===== config.mk =====
export PLATFORM = sky130hd
export DESIGN_NAME = rgb_pwm_sequencer_flat
export DESIGN_NICKNAME = d
export VERILOG_FILES = /design/src/rtl/rgb_pwm_sequencer_if.sv /design/src/rtl/rgb_pwm_sequencer.sv /design/src/flat_wrapper.sv
export SDC_FILE = /design/constraint.sdc
export NUM_CORES = 1
export LEC_CHECK = 0
export ABC_AREA = 1
export BUFFER_PORTS_ARGS = -buffer_cell sky130_fd_sc_hd__buf_2
export CORE_MARGIN = 5
export CORE_UTILIZATION = 59
export CTS_BUF_LIST = sky130_fd_sc_hd__clkbuf_16
export CTS_CLUSTER_DIAMETER = 120
export DETAILED_ROUTE_END_ITERATION = 7
export GPL_TIMING_DRIVEN = 0
export PLACE_DENSITY_LB_ADDON = 0.08
export REMOVE_ABC_BUFFERS = 1
export SYNTH_ARGS = -nofsm -noshare
export SYNTH_HDL_FRONTEND = slang
export SYNTH_SLANG_ARGS = --single-unit

===== constraint.sdc =====
create_clock -name hw_clk -period 5.35 [get_ports hw_clk]
set_input_delay 0.535 -clock hw_clk [delete_from_list [all_inputs] [get_ports hw_clk]]
set_output_delay 0.535 -clock hw_clk [all_outputs]
set_load 0.05 [all_outputs]

===== src/rtl/rgb_pwm_sequencer_if.sv =====
// Config channel for rgb_pwm_sequencer: one valid/ready offer carrying
// the colour mode and the three per-channel duties.
interface rgb_pwm_sequencer_if #(
  parameter int PWM_BITS = 8
);
  logic                cfg_valid;
  logic                cfg_ready;
  logic [1:0]          cfg_mode;
  logic [PWM_BITS-1:0] cfg_red;
  logic [PWM_BITS-1:0] cfg_green;
  logic [PWM_BITS-1:0] cfg_blue;

  modport master (
    output cfg_valid, cfg_mode, cfg_red, cfg_green, cfg_blue,
    input  cfg_ready
  );

  modport slave (
    input  cfg_valid, cfg_mode, cfg_red, cfg_green, cfg_blue,
    output cfg_ready
  );
endinterface


===== src/rtl/rgb_pwm_sequencer.sv =====
// PWM/enable generator for the iCE40 RGB LED driver with off/solid/blink/
// breathe modes; new colour settings are shadowed until the end of a PWM period.
module rgb_pwm_sequencer #(
  parameter int PWM_BITS    = 8,
  parameter int STEP_DIV    = 120000,
  parameter int BLINK_STEPS = 50
) (
  input  logic                 hw_clk,
  input  logic                 rst_n,
  rgb_pwm_sequencer_if.slave   cfg,
  output logic                 pwm_red,
  output logic                 pwm_green,
  output logic                 pwm_blue,
  output logic                 led_en,
  output logic                 phase
);

  localparam int SW = (STEP_DIV > 1) ? $clog2(STEP_DIV) : 1;
  localparam int BW = (BLINK_STEPS > 1) ? $clog2(BLINK_STEPS) : 1;
  localparam logic [PWM_BITS-1:0] CNT_MAX    = '1;
  localparam logic [SW-1:0]       STEP_LAST  = SW'(STEP_DIV - 1);
  localparam logic [BW-1:0]       BLINK_LAST = BW'(BLINK_STEPS - 1);

  typedef enum logic [1:0] {MODE_OFF, MODE_SOLID, MODE_BLINK, MODE_BREATHE} mode_e;
  typedef enum logic {RAMP_UP, RAMP_DOWN} breathe_e;

  logic [PWM_BITS-1:0] pwm_cnt_q, pwm_cnt_d;
  logic                shd_vld_q, shd_vld_d;
  mode_e               shd_mode_q, shd_mode_d;
  logic [PWM_BITS-1:0] shd_red_q, shd_red_d, shd_green_q, shd_green_d, shd_blue_q, shd_blue_d;
  mode_e               act_mode_q, act_mode_d;
  logic [PWM_BITS-1:0] act_red_q, act_red_d, act_green_q, act_green_d, act_blue_q, act_blue_d;
  logic [SW-1:0]       step_cnt_q, step_cnt_d;
  logic [BW-1:0]       blink_cnt_q, blink_cnt_d;
  logic                blink_on_q, blink_on_d;
  logic [PWM_BITS-1:0] level_q, level_d;
  breathe_e            br_state_q, br_state_d;
  logic                pwm_red_q, pwm_red_d, pwm_green_q, pwm_green_d, pwm_blue_q, pwm_blue_d;
  logic                led_en_q, led_en_d, phase_q, phase_d;

  logic apply_pt, xfer, load, tick;
  logic [PWM_BITS-1:0] eff_red, eff_green, eff_blue;

  // Truncating (duty * level) >> PWM_BITS over the full double-width product.
  function automatic logic [PWM_BITS-1:0] breathe_scale(input logic [PWM_BITS-1:0] duty,
                                                        input logic [PWM_BITS-1:0] lvl);
    logic [2*PWM_BITS-1:0] prod;
    prod = {{PWM_BITS{1'b0}}, duty} * {{PWM_BITS{1'b0}}, lvl};
    return prod[2*PWM_BITS-1:PWM_BITS];
  endfunction

  function automatic logic [PWM_BITS-1:0] eff_duty(input mode_e m, input logic on,
                                                   input logic [PWM_BITS-1:0] duty,
                                                   input logic [PWM_BITS-1:0] lvl);
    case (m)
      MODE_SOLID:   return duty;
      MODE_BLINK:   return on ? duty : '0;
      MODE_BREATHE: return breathe_scale(duty, lvl);
      default:      return '0;
    endcase
  endfunction

  assign cfg.cfg_ready = ~shd_vld_q;
  assign apply_pt      = (pwm_cnt_q == CNT_MAX);
  assign xfer          = cfg.cfg_valid & ~shd_vld_q;
  assign load          = apply_pt & (xfer | shd_vld_q);
  assign tick          = (step_cnt_q == STEP_LAST);

  always_comb begin
    pwm_cnt_d   = pwm_cnt_q + PWM_BITS'(1);
    shd_vld_d   = shd_vld_q;
    shd_mode_d  = shd_mode_q;
    shd_red_d   = shd_red_q;
    shd_green_d = shd_green_q;
    shd_blue_d  = shd_blue_q;
    act_mode_d  = act_mode_q;
    act_red_d   = act_red_q;
    act_green_d = act_green_q;
    act_blue_d  = act_blue_q;
    step_cnt_d  = tick ? '0 : step_cnt_q + SW'(1);
    blink_cnt_d = blink_cnt_q;
    blink_on_d  = blink_on_q;

    // A transfer landing on the apply point bypasses the shadow entirely.
    if (xfer && !apply_pt) begin
      shd_vld_d   = 1'b1;
      shd_mode_d  = mode_e'(cfg.cfg_mode);
      shd_red_d   = cfg.cfg_red;
      shd_green_d = cfg.cfg_green;
      shd_blue_d  = cfg.cfg_blue;
    end
    if (apply_pt) shd_vld_d = 1'b0;
    if (load) begin
      act_mode_d  = xfer ? mode_e'(cfg.cfg_mode) : shd_mode_q;
      act_red_d   = xfer ? cfg.cfg_red   : shd_red_q;
      act_green_d = xfer ? cfg.cfg_green : shd_green_q;
      act_blue_d  = xfer ? cfg.cfg_blue  : shd_blue_q;
    end

    if (tick && act_mode_q == MODE_BLINK) begin
      if (blink_cnt_q == BLINK_LAST) begin
        blink_cnt_d = '0;
        blink_on_d  = ~blink_on_q;
      end else begin
        blink_cnt_d = blink_cnt_q + BW'(1);
      end
    end

    if (load) begin
      step_cnt_d  = '0;
      blink_cnt_d = '0;
      blink_on_d  = 1'b1;
    end
  end

  always_comb begin
    level_d    = level_q;
    br_state_d = br_state_q;
    if (tick && act_mode_q == MODE_BREATHE) begin
      case (br_state_q)
        RAMP_UP: begin
          level_d = level_q + PWM_BITS'(1);
          if (level_q == CNT_MAX - PWM_BITS'(1)) br_state_d = RAMP_DOWN;
        end
        default: begin
          level_d = level_q - PWM_BITS'(1);
          if (level_q == PWM_BITS'(1)) br_state_d = RAMP_UP;
        end
      endcase
    end
    if (load) begin
      level_d    = '0;
      br_state_d = RAMP_UP;
    end
  end

  always_comb begin
    eff_red     = eff_duty(act_mode_q, blink_on_q, act_red_q,   level_q);
    eff_green   = eff_duty(act_mode_q, blink_on_q, act_green_q, level_q);
    eff_blue    = eff_duty(act_mode_q, blink_on_q, act_blue_q,  level_q);
    pwm_red_d   = (pwm_cnt_q < eff_red);
    pwm_green_d = (pwm_cnt_q < eff_green);
    pwm_blue_d  = (pwm_cnt_q < eff_blue);
    led_en_d    = (act_mode_q != MODE_OFF);
    case (act_mode_q)
      MODE_BLINK:   phase_d = blink_on_q;
      MODE_BREATHE: phase_d = (br_state_q == RAMP_UP);
      default:      phase_d = 1'b0;
    endcase
  end

  always_ff @(posedge hw_clk or negedge rst_n) begin
    if (!rst_n) begin
      pwm_cnt_q   <= '0;
      shd_vld_q   <= 1'b0;
      shd_mode_q  <= MODE_OFF;
      shd_red_q   <= '0;
      shd_green_q <= '0;
      shd_blue_q  <= '0;
      act_mode_q  <= MODE_OFF;
      act_red_q   <= '0;
      act_green_q <= '0;
      act_blue_q  <= '0;
      step_cnt_q  <= '0;
      blink_cnt_q <= '0;
      blink_on_q  <= 1'b1;
      level_q     <= '0;
      br_state_q  <= RAMP_UP;
      pwm_red_q   <= 1'b0;
      pwm_green_q <= 1'b0;
      pwm_blue_q  <= 1'b0;
      led_en_q    <= 1'b0;
      phase_q     <= 1'b0;
    end else begin
      pwm_cnt_q   <= pwm_cnt_d;
      shd_vld_q   <= shd_vld_d;
      shd_mode_q  <= shd_mode_d;
      shd_red_q   <= shd_red_d;
      shd_green_q <= shd_green_d;
      shd_blue_q  <= shd_blue_d;
      act_mode_q  <= act_mode_d;
      act_red_q   <= act_red_d;
      act_green_q <= act_green_d;
      act_blue_q  <= act_blue_d;
      step_cnt_q  <= step_cnt_d;
      blink_cnt_q <= blink_cnt_d;
      blink_on_q  <= blink_on_d;
      level_q     <= level_d;
      br_state_q  <= br_state_d;
      pwm_red_q   <= pwm_red_d;
      pwm_green_q <= pwm_green_d;
      pwm_blue_q  <= pwm_blue_d;
      led_en_q    <= led_en_d;
      phase_q     <= phase_d;
    end
  end

  assign pwm_red   = pwm_red_q;
  assign pwm_green = pwm_green_q;
  assign pwm_blue  = pwm_blue_q;
  assign led_en    = led_en_q;
  assign phase     = phase_q;

endmodule


===== src/flat_wrapper.sv =====
// flat-port wrapper written by rule: the top's interface ports become plain ports
module rgb_pwm_sequencer_flat 
#(
  parameter int PWM_BITS    = 8,
  parameter int STEP_DIV    = 120000,
  parameter int BLINK_STEPS = 50
)
  (hw_clk, rst_n, pwm_red, pwm_green, pwm_blue, led_en, phase, cfg_cfg_valid, cfg_cfg_mode, cfg_cfg_red, cfg_cfg_green, cfg_cfg_blue, cfg_cfg_ready);
  rgb_pwm_sequencer_if #(.PWM_BITS(PWM_BITS)) cfg_i ();
  input  logic hw_clk;
  input  logic rst_n;
  output logic pwm_red;
  output logic pwm_green;
  output logic pwm_blue;
  output logic led_en;
  output logic phase;
  input wire logic [$bits(cfg_i.cfg_valid)-1:0] cfg_cfg_valid;
  input wire logic [$bits(cfg_i.cfg_mode)-1:0] cfg_cfg_mode;
  input wire logic [$bits(cfg_i.cfg_red)-1:0] cfg_cfg_red;
  input wire logic [$bits(cfg_i.cfg_green)-1:0] cfg_cfg_green;
  input wire logic [$bits(cfg_i.cfg_blue)-1:0] cfg_cfg_blue;
  output wire logic [$bits(cfg_i.cfg_ready)-1:0] cfg_cfg_ready;
  assign cfg_i.cfg_valid = cfg_cfg_valid;
  assign cfg_i.cfg_mode = cfg_cfg_mode;
  assign cfg_i.cfg_red = cfg_cfg_red;
  assign cfg_i.cfg_green = cfg_cfg_green;
  assign cfg_i.cfg_blue = cfg_cfg_blue;
  assign cfg_cfg_ready = cfg_i.cfg_ready;
  rgb_pwm_sequencer #(.PWM_BITS(PWM_BITS), .STEP_DIV(STEP_DIV), .BLINK_STEPS(BLINK_STEPS)) u_core (.hw_clk(hw_clk), .rst_n(rst_n), .cfg(cfg_i), .pwm_red(pwm_red), .pwm_green(pwm_green), .pwm_blue(pwm_blue), .led_en(led_en), .phase(phase));
endmodule

==> results of run 1 <==
-- per-stage QoR --
step,area [um^2],utilization [%],total power (W)
after floorplan,11500,-,0.000920
after global placement,12000,61.5,0.000994
after detailed placement,12100,61.8,0.00100
after CTS,12400,63.5,0.00164
after global routing,12900,66.0,0.00172
final,12900,66.0,0.00165
-- final cells by class --
| class | count | area, um^2 |
|---|---|---|
| Multi-Input combinational cell | 1048 | 7580 |
| Fill cell | 1773 | 6640 |
| Sequential cell | 99 | 2520 |
| Inverter | 429 | 1610 |
| Timing Repair Buffer | 70 | 554 |
| Tap cell | 265 | 332 |
| Clock buffer | 9 | 225 |
| Clock inverter | 7 | 68.8 |
-- worst max-delay path, delay by kind of cell (launching register included) --
family	cells	cell delay, ps
flip-flops	1	520
AO/OA/AOI/OAI	8	1070
AND/OR/NAND/NOR	3	240
adder cells (fa/ha/maj)	6	2640
buffers and inverters	6	530
-- power groups by stage --
stage	clock, W	sequential, W	combinational [W]
detailed placement	0	0.000860	0.000141
CTS	0.000657	0.000846	0.000141
floorplan	0	0.000850	0.0000703
global placement	0	0.000859	0.000134
finish	0.000654	0.000848	0.000145
global route	0.000700	0.000853	0.000167
-- timing repair --
action / CTS / global route
setup endpoints to repair: 3 / 3
setup buffers: 1 / 33
pin swaps: 0 / 9
resized for setup: 12 / 51
-- kinds of logic (layout without fill, tap and decap cells) --
kind of cell             after synthesis  count (layout)  synth area share, %
AO/OA/AOI/OAI                        225             225                 10.5
XOR/XNOR                              17              17                 1.26
adder cells (fa/ha/maj)              233             233                 31.5
buffers and inverters                496             515                 15.9
flip-flops                            99              99                 21.1
multiplexers                           1               1               0.0850
AND/OR/NAND/NOR                      572             572                 19.7
-- final timing paths --
path | endpoint | slack [ps] | cells after the start
max in group asynchronous | u_core.blink_on_q | 4440 | 2
worst min register to register | u_core.step_cnt_q[0] | 450 | 1
min in group hw_clk | u_core.shd_vld_q | 410 | 2
worst min-delay path | u_core.step_cnt_q[5] | 190 | 1
worst max-delay path | u_core.pwm_red | 280 | 23
worst max register to register | u_core.pwm_red | 280 | 23
-- cells in the final DEF, fill, tap and decap left out, drive strengths merged, types with 9 or more instances in the layout --
master,Yosys,routed
a21oi,75,75
o211ai,10,10
o21ai,113,113
dfrtp,98,98
xor2,12,12
clkbuf,56,9
fa,105,105
nand3,48,48
nand2,423,423
buf,11,70
nor3,15,15
ha,128,128
inv,429,431
nor2,72,72
-- state kept, by name (all words and copies together), names as in the netlist --
signal,flops
u_core.act_blue_q,8
u_core.act_green_q,8
u_core.act_mode_q,2
u_core.act_red_q,8
u_core.blink_cnt_q,6
u_core.blink_on_q,1
u_core.br_state_q,1
u_core.led_en,1
u_core.level_q,8
u_core.phase,1
u_core.pwm_blue,1
u_core.pwm_cnt_q,8
u_core.pwm_green,1
u_core.pwm_red,1
u_core.shd_blue_q,8
u_core.shd_green_q,8
u_core.shd_mode_q,2
u_core.shd_red_q,8
u_core.shd_vld_q,1
u_core.step_cnt_q,17
-- metal layers --
metal	GRT usage, %	up-vias	share of wire, %
met5	0	-	0.045
met4	6.35	2	2.7
met3	2.93	50	6.8
met2	40.8	249	46
met1	36.5	4655	45
li1	-	4965	-
==> metrics.yaml, run 1 <==
run_status:
  status: "finished with violations"
  violations: "design-rule violations"
worst_hold_path:
  hp-class: "input pin to asynchronous set/reset pin"
worst_setup_path:
  crit_type: "register to register"
  startpoint: "u_core.level_q[4]"
  crit_chain: "buf_12, buf_4, nand2_1, inv_1, fa_1, fa_1, fa_1, inv_1, fa_1, inv_1, ha_4, a21oi_2, o21ai_1, a211oi_1, nand2_1, a21oi_1, o21ai_0, nand2_1, inv_1, ha_1, a21oi_2, o21ai_0, a21oi_1"
  cp_data_arrival_time_ps: 5350
  path_max_fanout: 5
  required_ps: 5630
  start_kind: "register"
  slowest_stage: "fa_1"
  critPathCaptureType: "register"
  worstReg2RegStart: "u_core.level_q[4]"
  cpPeakStageDelay_ps: 550
finish:
  final_cells: 1927
  nets: 1919
  diodes: 0
  drive_gt1_share_pct: 8.84
  syn2layout_area_growth_pct: 9.49
timing:
  fin_ws_ps: 285
  min_period_ps: 5070
  slew_viol_final: 0
  finalHoldViolCount: 0
  setup_viol: 0
  slew_headroom_pct: 38.5
  hold_ws_ps: 194
  fin_crit_sh_pct: 94.7
  max_freq_mhz: 197
  fin_worst_skew_ps: 11.9
  finalSetupTns_ps: 0
  tightest_slew_ps: 920
synth:
  synthTopCellsByCount: "428 x inv_1, 422 x nand2_1, 128 x ha_1, 109 x o21ai_0, 105 x fa_1"
  syn_avg_cell_area_um2: 7.16
  yosysTopAreaCellShare_pct: 20.8
  syn_area_mm2: 0.0118
  yosysWarnings: 0
  yosysTopAreaCell: "dfrtp_1"
  syn-instance-count: 1643
  synthFlopType: "dfrtp_1"
  synthArstFlopShare_pct: 100
  synthDistinctLibCells: 44
  yosysSeqAreaShare_pct: 21.1
  synth_edf_count: 0
  yosys-top-cells-area: "dfrtp_1 21%, fa_1 18%, inv_1 14%"
  synth.ff_latch_count: 99
  synth.most_common_cell: "inv_1"
clock_tree:
  cts_tree: "done"
  root_buffer: "clkbuf_16"
  clk_pin_slew_ps: 70
  ctsHoldBuffers: 0
  h-tree-depth: 3
  clock_tree.buffer_depth: 2
  worstSkewPairLatency_ps: 350
  cts_buffers: 9
  cts_sinks: 99
power:
  power.density_mw_per_mm2: 128
  pwr-share-clk_pct: 39.7
  pwr-share-seq_pct: 51.5
  p_sw_share_pct: 27.1
  ir_drop_v: 0.000178
  pwr-share-comb_pct: 8.8
  p_leak_nw: 7.87
  netSwitchingPower_w: 0.000446
  cell_internal_pwr_w: 0.00120
placement:
  finalWeightedCongestion: 0.883
  dpl.cell_count: 1877
  hpwl_um: 19000
  numPortBuffers: 34
  place_ws_ps: -558
global_routing:
  grt_max_degree: 54
  grt.overflow.total: 0
  grt_pass1_vias: 9445
  antenna_found_initial: 1
  grt_usage_pct: 25.3
  grt_pass1_wl_um: 46100
die:
  ios: 35
  core_mm2: 0.0195
  die-area_mm2: 0.0229
  fp.dieW_um: 151
  initial_core_util_pct: 60.3
  fp-row-count: 51
  die_h_um: 151
route:
  routed-via-count: 9921
  post_drt_wl_per_cell_um: 15.0
  dr.pass1.iters: 8
  detail-route-antenna-nets: 0
  drt_iter0_markers: 688
  drc: 3
  drt-total-wl_um: 29000
  post_drt_via_cell_ratio: 5.15
job:
  drv_cap: 0
Power figures use the tool's default switching activity.
==> run 2: changes to the inputs <==
Settings changed: ABC_AREA 1 to not set, CELL_PAD_IN_SITES_DETAIL_PLACEMENT set to 2, CELL_PAD_IN_SITES_GLOBAL_PLACEMENT set to 2, CORE_UTILIZATION 59 to 38, REMOVE_ABC_BUFFERS 1 to not set.
==> metrics.yaml, run 2 <==
route:
  drt-total-wl_um: 36600  # was 29000 um
  routed-via-count: 9007  # was 9921
  drt_iter0_markers: 349  # was 688
  dr.pass1.iters: 4  # was 8
  post_drt_wl_per_cell_um: 21.8  # was 15.0 um
  detail-route-antenna-nets: 0  # unchanged
  post_drt_via_cell_ratio: 5.35  # was 5.15
  drc: 0  # was 3
synth:
  syn_area_mm2: 0.0113  # was 0.0118 mm^2
  synthFlopType: "dfrtp_1"  # unchanged
  synthTopCellsByCount: "160 x and2_1, 153 x inv_1, 128 x ha_1, 105 x fa_1, 98 x dfrtp_1"  # was 428 x inv_1, 422 x nand2_1, 128 x ha_1, 109 x o21ai_0, 105 x fa_1
  yosysSeqAreaShare_pct: 21.9  # was 21.1%
  yosysTopAreaCell: "dfrtp_1"  # unchanged
  yosysTopAreaCellShare_pct: 21.7  # was 20.8%
  synth_edf_count: 0  # unchanged
  syn_avg_cell_area_um2: 9.29  # was 7.16 um^2
  synth_xor_xnor_area_share_pct: 2.86  # was 1.27%
  synth-compound-area-share_pct: 9.95  # was 10.5%
  synthArstFlopShare_pct: 100  # unchanged
  syn-instance-count: 1219  # was 1643
  yosys-top-cells-area: "dfrtp_1 22%, fa_1 19%, ha_1 14%"  # was dfrtp_1 21%, fa_1 18%, inv_1 14%
  yosysWarnings: 0  # unchanged
  synth.ff_latch_count: 99  # unchanged
  synthAdderAreaFrac_pct: 32.7  # was 31.5%
  synth_top_family_by_area: "adder cells"  # unchanged
  synth.most_common_cell: "and2_1"  # was inv_1
  muxShareOfSynthArea_pct: 5.68  # was 0.0850%
  synthSimpleGateAreaFrac_pct: 19.6  # was 19.7%
  syn-num-nets: 1481
  synthDistinctLibCells: 69  # was 44
worst_setup_path:
  cpPeakStageDelay_ps: 550  # about the same
  critPathCaptureType: "register"  # unchanged
  crit_top_cell: "fa_1"
  path_max_fanout: 5  # unchanged
  cp_data_arrival_time_ps: 5920  # was 5350 ps
  crit_type: "register to register"  # unchanged
  required_ps: 5590  # was 5630 ps
  slowest_stage: "fa_1"  # unchanged
  start_kind: "register"  # unchanged
  worstReg2RegStart: "u_core.level_q[4]"  # unchanged
  startpoint: "u_core.level_q[4]"  # unchanged
  crit_chain: "buf_8, clkbuf_16, and2_1, fa_2, fa_1, inv_1, fa_1, fa_1, inv_1, ha_1, nor3_4, nor3_2, a211oi_2, nor4_1, a2111oi_4, ha_1, a21oi_2, nor2b_1, o21ai_1, o21ai_1, a211oi_2"  # was buf_12, buf_4, nand2_1, inv_1, fa_1, fa_1, fa_1, inv_1, fa_1, inv_1, ha_4, a21oi_2, o21ai_1, a211oi_1, nand2_1, a21oi_1, o21ai_0, nand2_1, inv_1, ha_1, a21oi_2, o21ai_0, a21oi_1
timing:
  fin_crit_sh_pct: 106  # was 94.7%
  slew_viol_final: 0  # unchanged
  max_freq_mhz: 176  # was 197 MHz
  finalHoldViolCount: 0  # unchanged
  fin_ws_ps: -333  # was 285 ps
  fin_worst_skew_ps: 9.46  # was 11.9 ps
  rsz0062_at_grt: "yes"
  slew_headroom_pct: 44.7  # was 38.5%
  min_period_ps: 5680  # was 5070 ps
  tightest_slew_ps: 829  # was 920 ps
  setup_viol: 3  # was 0
clock_tree:
  clk_pin_slew_ps: 80  # was 70 ps
  cts_tree: "done"  # unchanged
  ctsHoldBuffers: 0  # unchanged
  cts_sinks: 99  # unchanged
  worstSkewPairLatency_ps: 350  # about the same
  root_buffer: "clkbuf_16"  # unchanged
  cts_buffers: 9  # unchanged
  h-tree-depth: 3  # unchanged
  clock_tree.buffer_depth: 2  # unchanged
global_routing:
  grt_max_degree: 67  # was 54
  grt_pass1_vias: 10500  # was 9445
  grt_pass1_wl_um: 59000  # was 46100 um
  antenna_found_initial: 0  # was 1
  grt.overflow.total: 0  # unchanged
  grt_usage_pct: 22.5  # was 25.3%
finish:
  final_cells: 1682  # was 1927
  nets: 1547  # was 1919
  drive_gt1_share_pct: 18.6  # was 8.84%
  final_cell_mix: "154 x and2_1, 147 x inv_1, 116 x ha_1, 102 x fa_1, 86 x dfrtp_1"  # was 429 x inv_1, 415 x nand2_1, 121 x ha_1, 102 x o21ai_0, 102 x fa_1
  final_area_mm2: 0.0132  # was 0.0129 mm^2
  largest_reg_flops: 17  # unchanged
  top_register: "u_core.step_cnt_q"  # unchanged
  syn2layout_area_growth_pct: 16.7  # was 9.49%
  final_common_cell: "and2_1"  # was inv_1
die:
  core_mm2: 0.0296  # was 0.0195 mm^2
  die_h_um: 183  # was 151 um
  fp.dieW_um: 183  # was 151 um
  ios: 35  # unchanged
  die-area_mm2: 0.0334  # was 0.0229 mm^2
  fp-row-count: 63  # was 51
  initial_core_util_pct: 38.3  # was 60.3%
placement:
  dpl.cell_count: 1644  # was 1877
  placed_cell_area_mm2: 0.0121  # about the same
  place_ws_ps: -1280  # was -558 ps
  hpwl_um: 27800  # was 19000 um
  numPortBuffers: 34  # unchanged
  finalWeightedCongestion: 0.806  # was 0.883
worst_hold_path:
  hp-class: "input pin to asynchronous set/reset pin"  # unchanged
power:
  power.density_mw_per_mm2: 202  # was 128 mW/mm^2
  p_leak_nw: 6.48  # was 7.87 nW
  ir_drop_v: 0.000189  # was 0.000178 V
run_status:
  violations: "negative setup slack"  # was design-rule violations
  status: "finished with violations"  # unchanged
job:
  drv_cap: 0  # unchanged
run 2: cell count changes after synthesis, sizes merged, moves of 10 or more:
| cell | change |
|---|---|
| a21o | +10 |
| a21oi | -15 |
| and2 | +160 |
| inv | -276 |
| mux2 | +26 |
| mux2i | +34 |
| nand2 | -355 |
| nand3 | -21 |
| o21ai | -91 |
| xnor2 | +18 |
run 2: kinds of logic after synthesis:
group                    Yosys count
AND/OR/NAND/NOR                  408
adder cells (fa/ha/maj)          233
buffers and inverters            218
AO/OA/AOI/OAI                    163
flip-flops                        99
multiplexers                      61
XOR/XNOR                          37
run 2: worst paths after layout:
kind                                    endpoint  slack, ps  cells after the start
min                         u_core.step_cnt_q[0]        150                      1
max in group asynchronous  u_core.act_green_q[3]       4470                      2
max reg2reg                     u_core.pwm_green       -330                     21
max                             u_core.pwm_green       -330                     21
min reg2reg                 u_core.step_cnt_q[0]        460                      1
min in group hw_clk          u_core.shd_red_q[5]        430                      2
run 2: report_power, final:
group	internal [W]	switching (W)	leakage [nW]	total, W
clock network	0.000363	0.000303	0.149	0.000666
registers	0.000786	0.0000555	1.24	0.000841
logic	0.000500	0.000668	5.10	0.00117
run 2: final cells by class:
type / instances / area (um^2)
well taps: 390 / 488
diodes: 2 / 5.00
repair buffers: 71 / 507
plain buffers: 49 / 442
multi-input cells: 902 / 8410
flip-flops and latches: 99 / 2490
clock buffers: 9 / 225
inverters: 153 / 574
fillers: 3193 / 16300
clock inverters: 7 / 68.8
run 2: through the flow:
| step | hold WS, ps | util, % | total power, W | TNS [ps] |
|---|---|---|---|---|
| 4_1_cts | 155 | 43.9 | 0.00261 | -500 |
| 3_3_place_gp | 449 | 40.8 | 0.00176 | -3150 |
| 3_5_place_dp | 461 | 40.9 | 0.00180 | -3280 |
| 6_report | 147 | 44.7 | 0.00268 | -595 |
| 5_1_grt | 175 | 44.7 | 0.00287 | -1250 |
| 2_1_floorplan | 239 | - | 0.00150 | 0 |
run 2: critical path: cells and delay by family (launching register included):
kind                       cells  cell delay (ps)
AOI/OAI and AO/OA              6             1380
adders and majority gates      6             2650
buffers and inverters          4              410
DFF                            1              410
and+or+nand+nor                5              710
run 2: timing repair:
action / CTS / global route
hold endpoints to repair: 0 / 0
gates cloned: 2 / 0
gates resized for setup: 104 / 51
setup buffers: 29 / 5
pin swaps: 33 / 41
setup endpoints to repair: 3 / 3
run 2: metal layers:
layer	global-route usage, %	routed length [um]	up-vias
met5	0	0	-
met4	4.59	587	0
met3	1.51	743	33
met2	40.1	18500	92
met1	30.1	16800	4702
li1	-	-	4180
